<file path="src/rtl/tb_pkg.sv">
// Definitions shared by the result monitor and the stimulus driver: FSM one-hot encodings
// and the delay code that means "latency not measured yet". Declarations only, no logic.
package tb_pkg;

   typedef enum logic [3:0] {
      ST_IDLE = 4'b0001,
      ST_ARM  = 4'b0010,
      ST_RUN  = 4'b0100,
      ST_DONE = 4'b1000
   } mon_state_t;

   localparam int unsigned DELAY_CODE_K = 4;
   localparam logic [DELAY_CODE_K-1:0] CODE_NOT_MEASURED = '1;

   // All-ones code for an arbitrary code width k.
   function automatic logic [31:0] not_measured_code(input int unsigned k);
      return (32'd1 << k) - 32'd1;
   endfunction

endpackage

</file>
<file path="src/rtl/exp_delay_line.sv">
// Golden-sum delay line with a valid tag per stage; stage 0 loads one cycle after the operands,
// tap read at sel is combinational. Shifts every cycle, never stalls.
module exp_delay_line #(
   parameter int WIDTH = 32,
   parameter int DEPTH = 16,
   localparam int SW = (DEPTH > 1) ? $clog2(DEPTH) : 1
) (
   input  logic             clk_dut,
   input  logic             reset_n,
   input  logic [WIDTH-1:0] delayed_a,
   input  logic [WIDTH-1:0] delayed_b,
   input  logic [SW-1:0]    sel,
   output logic [WIDTH-1:0] tap_dat,
   output logic             tap_vld
);

   logic [WIDTH-1:0] exp_dat [DEPTH];
   logic [DEPTH-1:0] exp_vld;
   logic             tag;

   // An all-zero operand pair is the driver's marker vector and must never be compared.
   assign tag = (delayed_a != '0) || (delayed_b != '0);

   always_ff @(posedge clk_dut) begin
      exp_dat[0] <= delayed_a + delayed_b;
      for (int n = 1; n < DEPTH; n++) begin
         exp_dat[n] <= exp_dat[n-1];
      end
   end

   always_ff @(posedge clk_dut or negedge reset_n) begin
      if (!reset_n) begin
         exp_vld <= '0;
      end else begin
         exp_vld[0] <= tag;
         for (int n = 1; n < DEPTH; n++) begin
            exp_vld[n] <= exp_vld[n-1];
         end
      end
   end

   assign tap_dat = exp_dat[sel];
   assign tap_vld = exp_vld[sel];

endmodule

</file>
<file path="src/rtl/monitor.sv">
// Compares DUT results against a latency-matched golden sum; all outputs registered, no backpressure.
// Option MONITOR_STOP_ON_ERR_EN: end the run on the cycle after the first mismatch.
module monitor
   import tb_pkg::*;
#(
   parameter int WIDTH   = 32,
   parameter int K       = 4,
   parameter int DEPTH   = 2**K,
   parameter int OFFSET  = 2,
   parameter int N_TESTS = 1000
) (
   input  logic             clk_dut,
   input  logic             reset_n,
   input  logic [WIDTH-1:0] i_delayed_a,
   input  logic [WIDTH-1:0] i_delayed_b,
   input  logic [WIDTH-1:0] i_dut_out,
   input  logic [WIDTH-1:0] i_dut_delay,
   output logic [31:0]      o_test_count,
   output logic [31:0]      o_err_count,
   output logic             o_done,
   output logic             o_pass,
   output logic [WIDTH-1:0] o_first_err
);

   localparam int          SW        = (DEPTH > 1) ? $clog2(DEPTH) : 1;
   localparam int          AW        = $clog2(DEPTH + 1);
   localparam logic [31:0] SAT       = '1;
   localparam logic [31:0] N_TESTS_W = 32'(N_TESTS);

   mon_state_t       state;
   logic [SW-1:0]    sel;
   logic [SW-1:0]    sel_calc;
   logic [AW-1:0]    arm_cnt;
   logic [K-1:0]     code;
   logic             code_valid;
   int               sel_int;
   logic [WIDTH-1:0] tap_dat;
   logic             tap_vld;
   logic             compare;
   logic             mismatch;
   logic [31:0]      test_next;

   assign code       = i_dut_delay[K-1:0];
   assign code_valid = 32'(code) != not_measured_code(K);

   if (WIDTH > K) begin : g_unused
      logic unused_delay_hi;
      assign unused_delay_hi = ^i_dut_delay[WIDTH-1:K];
   end

   // Stage n holds the sum of operands seen n+1 cycles ago, and the operands already
   // lag the driver by OFFSET, so a latency of code cycles lands on stage code-OFFSET-1.
   always_comb begin
      sel_int = int'({1'b0, code}) - OFFSET - 1;
      if (sel_int < 0) begin
         sel_int = 0;
      end else if (sel_int > DEPTH - 1) begin
         sel_int = DEPTH - 1;
      end
      sel_calc = sel_int[SW-1:0];
   end

   exp_delay_line #(
      .WIDTH (WIDTH),
      .DEPTH (DEPTH)
   ) u_exp (
      .clk_dut   (clk_dut),
      .reset_n   (reset_n),
      .delayed_a (i_delayed_a),
      .delayed_b (i_delayed_b),
      .sel       (sel),
      .tap_dat   (tap_dat),
      .tap_vld   (tap_vld)
   );

   assign compare   = (state == ST_RUN) && tap_vld;
   assign mismatch  = compare && (i_dut_out != tap_dat);
   assign test_next = (o_test_count == SAT) ? SAT : o_test_count + 32'd1;

   always_ff @(posedge clk_dut or negedge reset_n) begin
      if (!reset_n) begin
         state        <= ST_IDLE;
         sel          <= '0;
         arm_cnt      <= '0;
         o_test_count <= '0;
         o_err_count  <= '0;
         o_first_err  <= '0;
         o_done       <= 1'b0;
         o_pass       <= 1'b0;
      end else begin
         o_done <= (state == ST_DONE);
         o_pass <= (state == ST_DONE) && (o_err_count == '0);
         case (state)
            ST_IDLE: begin
               if (code_valid) begin
                  sel     <= sel_calc;
                  arm_cnt <= '0;
                  state   <= ST_ARM;
               end
            end
            ST_ARM: begin
               // Warm-up long enough for every tap to hold a post-reset value.
               if (arm_cnt == AW'(DEPTH - 1)) begin
                  state <= ST_RUN;
               end else begin
                  arm_cnt <= arm_cnt + 1'b1;
               end
            end
            ST_RUN: begin
               if (compare) begin
                  o_test_count <= test_next;
                  if (mismatch) begin
                     if (o_err_count == '0) begin
                        o_first_err <= i_dut_out;
                     end
                     if (o_err_count != SAT) begin
                        o_err_count <= o_err_count + 32'd1;
                     end
                  end
                  if (test_next == N_TESTS_W) begin
                     state <= ST_DONE;
                  end
`ifdef MONITOR_STOP_ON_ERR_EN
                  if (mismatch) begin
                     state <= ST_DONE;
                  end
`endif
               end
            end
            ST_DONE: state <= ST_DONE;
            default: state <= ST_IDLE;
         endcase
      end
   end

endmodule

</file>
<file path="config.mk">
export PLATFORM = sky130hd
export DESIGN_NAME = monitor
export DESIGN_NICKNAME = d
export VERILOG_FILES = /design/src/rtl/tb_pkg.sv /design/src/rtl/exp_delay_line.sv /design/src/rtl/monitor.sv
export SDC_FILE = /design/constraint.sdc
export NUM_CORES = 1
export LEC_CHECK = 0
export ABC_CLOCK_PERIOD_IN_PS = 4430
export CAP_MARGIN = 20
export CORE_ASPECT_RATIO = 0.8
export CORE_UTILIZATION = 36
export DETAILED_ROUTE_END_ITERATION = 10
export GPL_TIMING_DRIVEN = 0
export HOLD_SLACK_MARGIN = 0.06
export SLEW_MARGIN = 20
export SYNTH_ARGS = -nofsm -noshare
export SYNTH_HDL_FRONTEND = slang
export SYNTH_SLANG_ARGS = --single-unit
</file>
<file path="constraint.sdc">
create_clock -name clk_dut -period 4.43 [get_ports clk_dut]
set_input_delay 0.6645 -clock clk_dut [delete_from_list [all_inputs] [get_ports clk_dut]]
set_output_delay 0.6645 -clock clk_dut [all_outputs]
set_load 0.02 [all_outputs]
</file>
==> flow_metrics.tcl <==
set metrics [dict create \
    status "completed" \
    syn_to_final_growth_pct 22.36 \
    pre_cts_slack_ns 0.01972 \
    worstSetupPathType "register to register" \
    wl_per_cell_um 20.88 \
    cp.required_ns 4.90 \
    finalHoldViolations 0 \
    synth_edf_count 0 \
    wirelength_um 60450 \
    dieArea_um2 65250 \
    async_reset_ff_share_pct 19.87 \
    period_share_pct 94.55 \
    clockBufferDepth 3 \
    critPathMaxFanout 10 \
    peakVddDrop_mv 0.3481 \
    min_path_type "register to register" \
    drc 0 \
    syn_avg_cell_area_um2 13.29 \
    seq_area_um2 13430 \
    crit_path_end_kind "register" \
    cp_slowest_cell "clkbuf_4" \
    final_cell_area_um2 28290 \
    tightest_slew_ns 0.7545 \
    antenna_found_initial 1 \
    cts-root-buf "clkbuf_16" \
    cts_tree "built" \
    pin_count 228 \
    setup_viol 0 \
    firstDrtPassIters 5 \
    grt_usage_pct 18.42 \
    syn_inst 1740 \
    coreArea_um2 63100 \
    drive_gt1_share_pct 16.02 \
    max_cap_violations 0 \
    power_density_nw_per_um2 615.8 \
    clock_sinks 639 \
    vias 14770 \
    clk_pin_slew_ns 0.07 \
    skew_ns 0.06596 \
    ys_ff_latch 639 \
    first_global_vias 14840 \
    portBuffers 199 \
    slowest_delay_ns 0.38 \
    gp_congestion 0.8612 \
    htree_levels 2 \
    startpoint_type "register" \
    rsz0062_at_grt "no" \
    worstPathCellList "buf_4, buf_4, buf_4, clkbuf_4, mux2i_1, nor4_1, a32oi_1, nor3_1, and4b_1, buf_4, nor4_4, buf_6, mux2_4" \
    hpwl_um 43980 \
    overflow 0 \
    crit_arrival_ns 4.66 \
    synth_top_area_cell "dfxtp_1" \
    synth_area_leaders "dfxtp_1 44%, dfrtp_1 14%, mux4_2 11%" \
    synth_ff_type "dfxtp_1" \
    period_needed_ns 4.189 \
    synth-seq-area-share_pct 58.09 \
    slew_headroom_pct 49.28 \
    drtAntennaViolNets 0 \
    syn-num-nets 1912 \
    grt_pass1_wl_um 91440 \
    fp-row-count 82 \
    start_util_pct 36.64 \
    die_w_um 285.3 \
    dpl-instance-area_um2 26200 \
    ys_warn_count 0 \
    die_h_um 228.7 \
    nets 2176 \
    drv_slew 0 \
    grt_max_degree 75 \
    cts_buffers 61 \
    multi_input_area_um2 9061 \
    post_cts_buffers 0 \
    nFillCells 5706 \
    viasPerCell 5.100 \
    dr.first_iter.drc_count 1076 \
    worstSkewPairLatency_ns 0.65 \
    cp_common_cell "buf_4" \
    timing.final.ws_setup_ns 0.2413 \
    p_leak_nw 11.03 \
    yosysTopAreaCellShare_pct 44.33 \
    synth_cell_type_count 80 \
    syn_area_um2 23120 \
    fmax_ghz 0.2387 \
]
critical path: cells and delay by family (launching register included):
| kind | cells | cell delay, ns |
|---|---|---|
| muxes | 2 | 0.72 |
| and+or+nand+nor | 4 | 0.88 |
| AOI/OAI and AO/OA | 1 | 0.21 |
| DFF | 1 | 0.32 |
| buffers and inverters | 6 | 1.82 |
synth_stat cells, types with 22 or more instances:
cell type,instances
mux2i_1,77
dfxtp_1,512
a31oi_1,22
clkbuf_1,23
inv_1,29
a21oi_1,51
nor4_1,43
ha_1,41
nor2_1,65
mux2_4,30
o21ai_0,28
xor2_1,59
nand3_1,43
dfrtp_1,126
nor3_1,40
nand4_1,41
mux4_2,113
nand2_1,63
xnor2_1,79
timing repair:
| item | 4_1_cts | 5_1_grt |
|---|---|---|
| endpoints found under the setup margin | 11 | 30 |
| hold endpoints to repair | 53 | 0 |
| hold buffers | 1 | 0 |
| gates resized for setup | 1 | 2 |
| gates cloned | 0 | 0 |
metrics by stage:
stage | utilization [%] | total power [mW] | std cells | hold slack (ns) | setup TNS (ns)
2_1_floorplan | - | 10.68 | 1740 | 0.3229 | 0
3_3_place_gp | 41.46 | 12.16 | 2779 | 0.3262 | -364.18
3_5_place_dp | 41.52 | 12.26 | 2780 | 0.3309 | 0
4_1_cts | 44.82 | 17.56 | 2894 | 0.2909 | 0
5_1_grt | 44.83 | 18.20 | 2894 | 0.3062 | 0
6_report | 44.83 | 17.42 | 2895 | 0.2948 | 0
layout by cell type, fill, tap and decap left out, drive strengths merged, types with 5 or more instances in the layout:
| cell type | netlist | final |
|---|---|---|
| and4 | 9 | 9 |
| nand2 | 64 | 64 |
| a221oi | 7 | 7 |
| a21o | 15 | 15 |
| nor4 | 45 | 45 |
| o31ai | 7 | 7 |
| a22oi | 7 | 7 |
| mux2i | 77 | 77 |
| and3 | 21 | 21 |
| nand2b | 7 | 7 |
| o21ai | 30 | 30 |
| dfxtp | 512 | 512 |
| clkdlybuf4s50 | 0 | 198 |
| nand4 | 41 | 41 |
| mux4 | 114 | 114 |
| or3 | 5 | 5 |
| o22ai | 6 | 6 |
| nor2 | 66 | 66 |
| nor2b | 7 | 7 |
| clkinv | 0 | 20 |
| a41oi | 5 | 5 |
| xor2 | 59 | 59 |
| buf | 54 | 54 |
| ha | 41 | 41 |
| clkbuf | 24 | 109 |
| nand3 | 43 | 43 |
| and2 | 14 | 14 |
| inv | 29 | 33 |
| o21a | 12 | 12 |
| xnor2 | 79 | 79 |
| mux2 | 44 | 44 |
| a21oi | 51 | 51 |
| dfrtp | 126 | 126 |
| a31oi | 22 | 22 |
| nor3 | 40 | 40 |
flip-flops by register name, summed over array words and instances (netlist names):
| register | flops |
|---|---|
| state | 4 |
| sel | 4 |
| u_exp.exp_vld | 16 |
| o_done | 1 |
| o_pass | 1 |
| o_first_err | 32 |
| u_exp.exp_dat | 512 |
| o_test_count | 32 |
| o_err_count | 32 |
| arm_cnt | 5 |
power breakdown:
group	switching [mW]	total (mW)	internal [mW]
clock	2.30	5.28	2.99
sequential	0.569	7.43	6.86
combinational	2.39	4.71	2.32
total	5.26	17.4	12.2
layer usage:
metal / vias to the layer above / track usage [%] / share of wire [%]
li1: 6933 / - / -
met1: 7333 / 27.15 / 49
met2: 421 / 27.47 / 43
met3: 76 / 3.403 / 5.4
met4: 2 / 5.130 / 2.3
met5: - / 0 / 0.028
path summary, 6_finish.rpt:
kind | from | to | slack, ns | cells after the start
max in group asynchronous | reset_n | state[0] | 3.10 | 3
min in group asynchronous | reset_n | o_first_err[13] | 0.57 | 2
worst min register to register | u_exp.exp_dat[8][21] | u_exp.exp_dat[9][21] | 0.29 | 0
worst max register to register | sel[1] | o_first_err[21] | 0.24 | 13
worst min-delay path | u_exp.exp_dat[8][21] | u_exp.exp_dat[9][21] | 0.29 | 0
worst max-delay path | sel[1] | o_first_err[21] | 0.24 | 13
cell type report:
| type | instances | area share (%) |
|---|---|---|
| clock buffer | 83 | 6.077 |
| sequential | 639 | 47.47 |
| inverter | 29 | 0.3848 |
| clock inverter | 30 | 1.247 |
| multi-input combinational | 994 | 32.03 |
| buffer | 78 | 1.871 |
| timing repair buffer | 201 | 7.192 |
| tap | 840 | 3.715 |
| antenna | 1 | 0.008846 |
kinds of logic (layout without fill, tap and decap cells):
| family | count (synthesis) | count (layout) | synth area share (%) |
|---|---|---|---|
| other | 0 | 1 | 0 |
| AND/OR/NAND/NOR | 377 | 377 | 8.697 |
| adder cells (fa/ha/maj) | 42 | 42 | 2.305 |
| buffers and inverters | 107 | 421 | 2.744 |
| AO/OA/AOI/OAI | 202 | 202 | 5.856 |
| multiplexers | 235 | 235 | 17.09 |
| XOR/XNOR | 138 | 138 | 5.228 |
| flip-flops | 639 | 639 | 58.09 |
No activity file was read; power rests on OpenSTA's default activity.
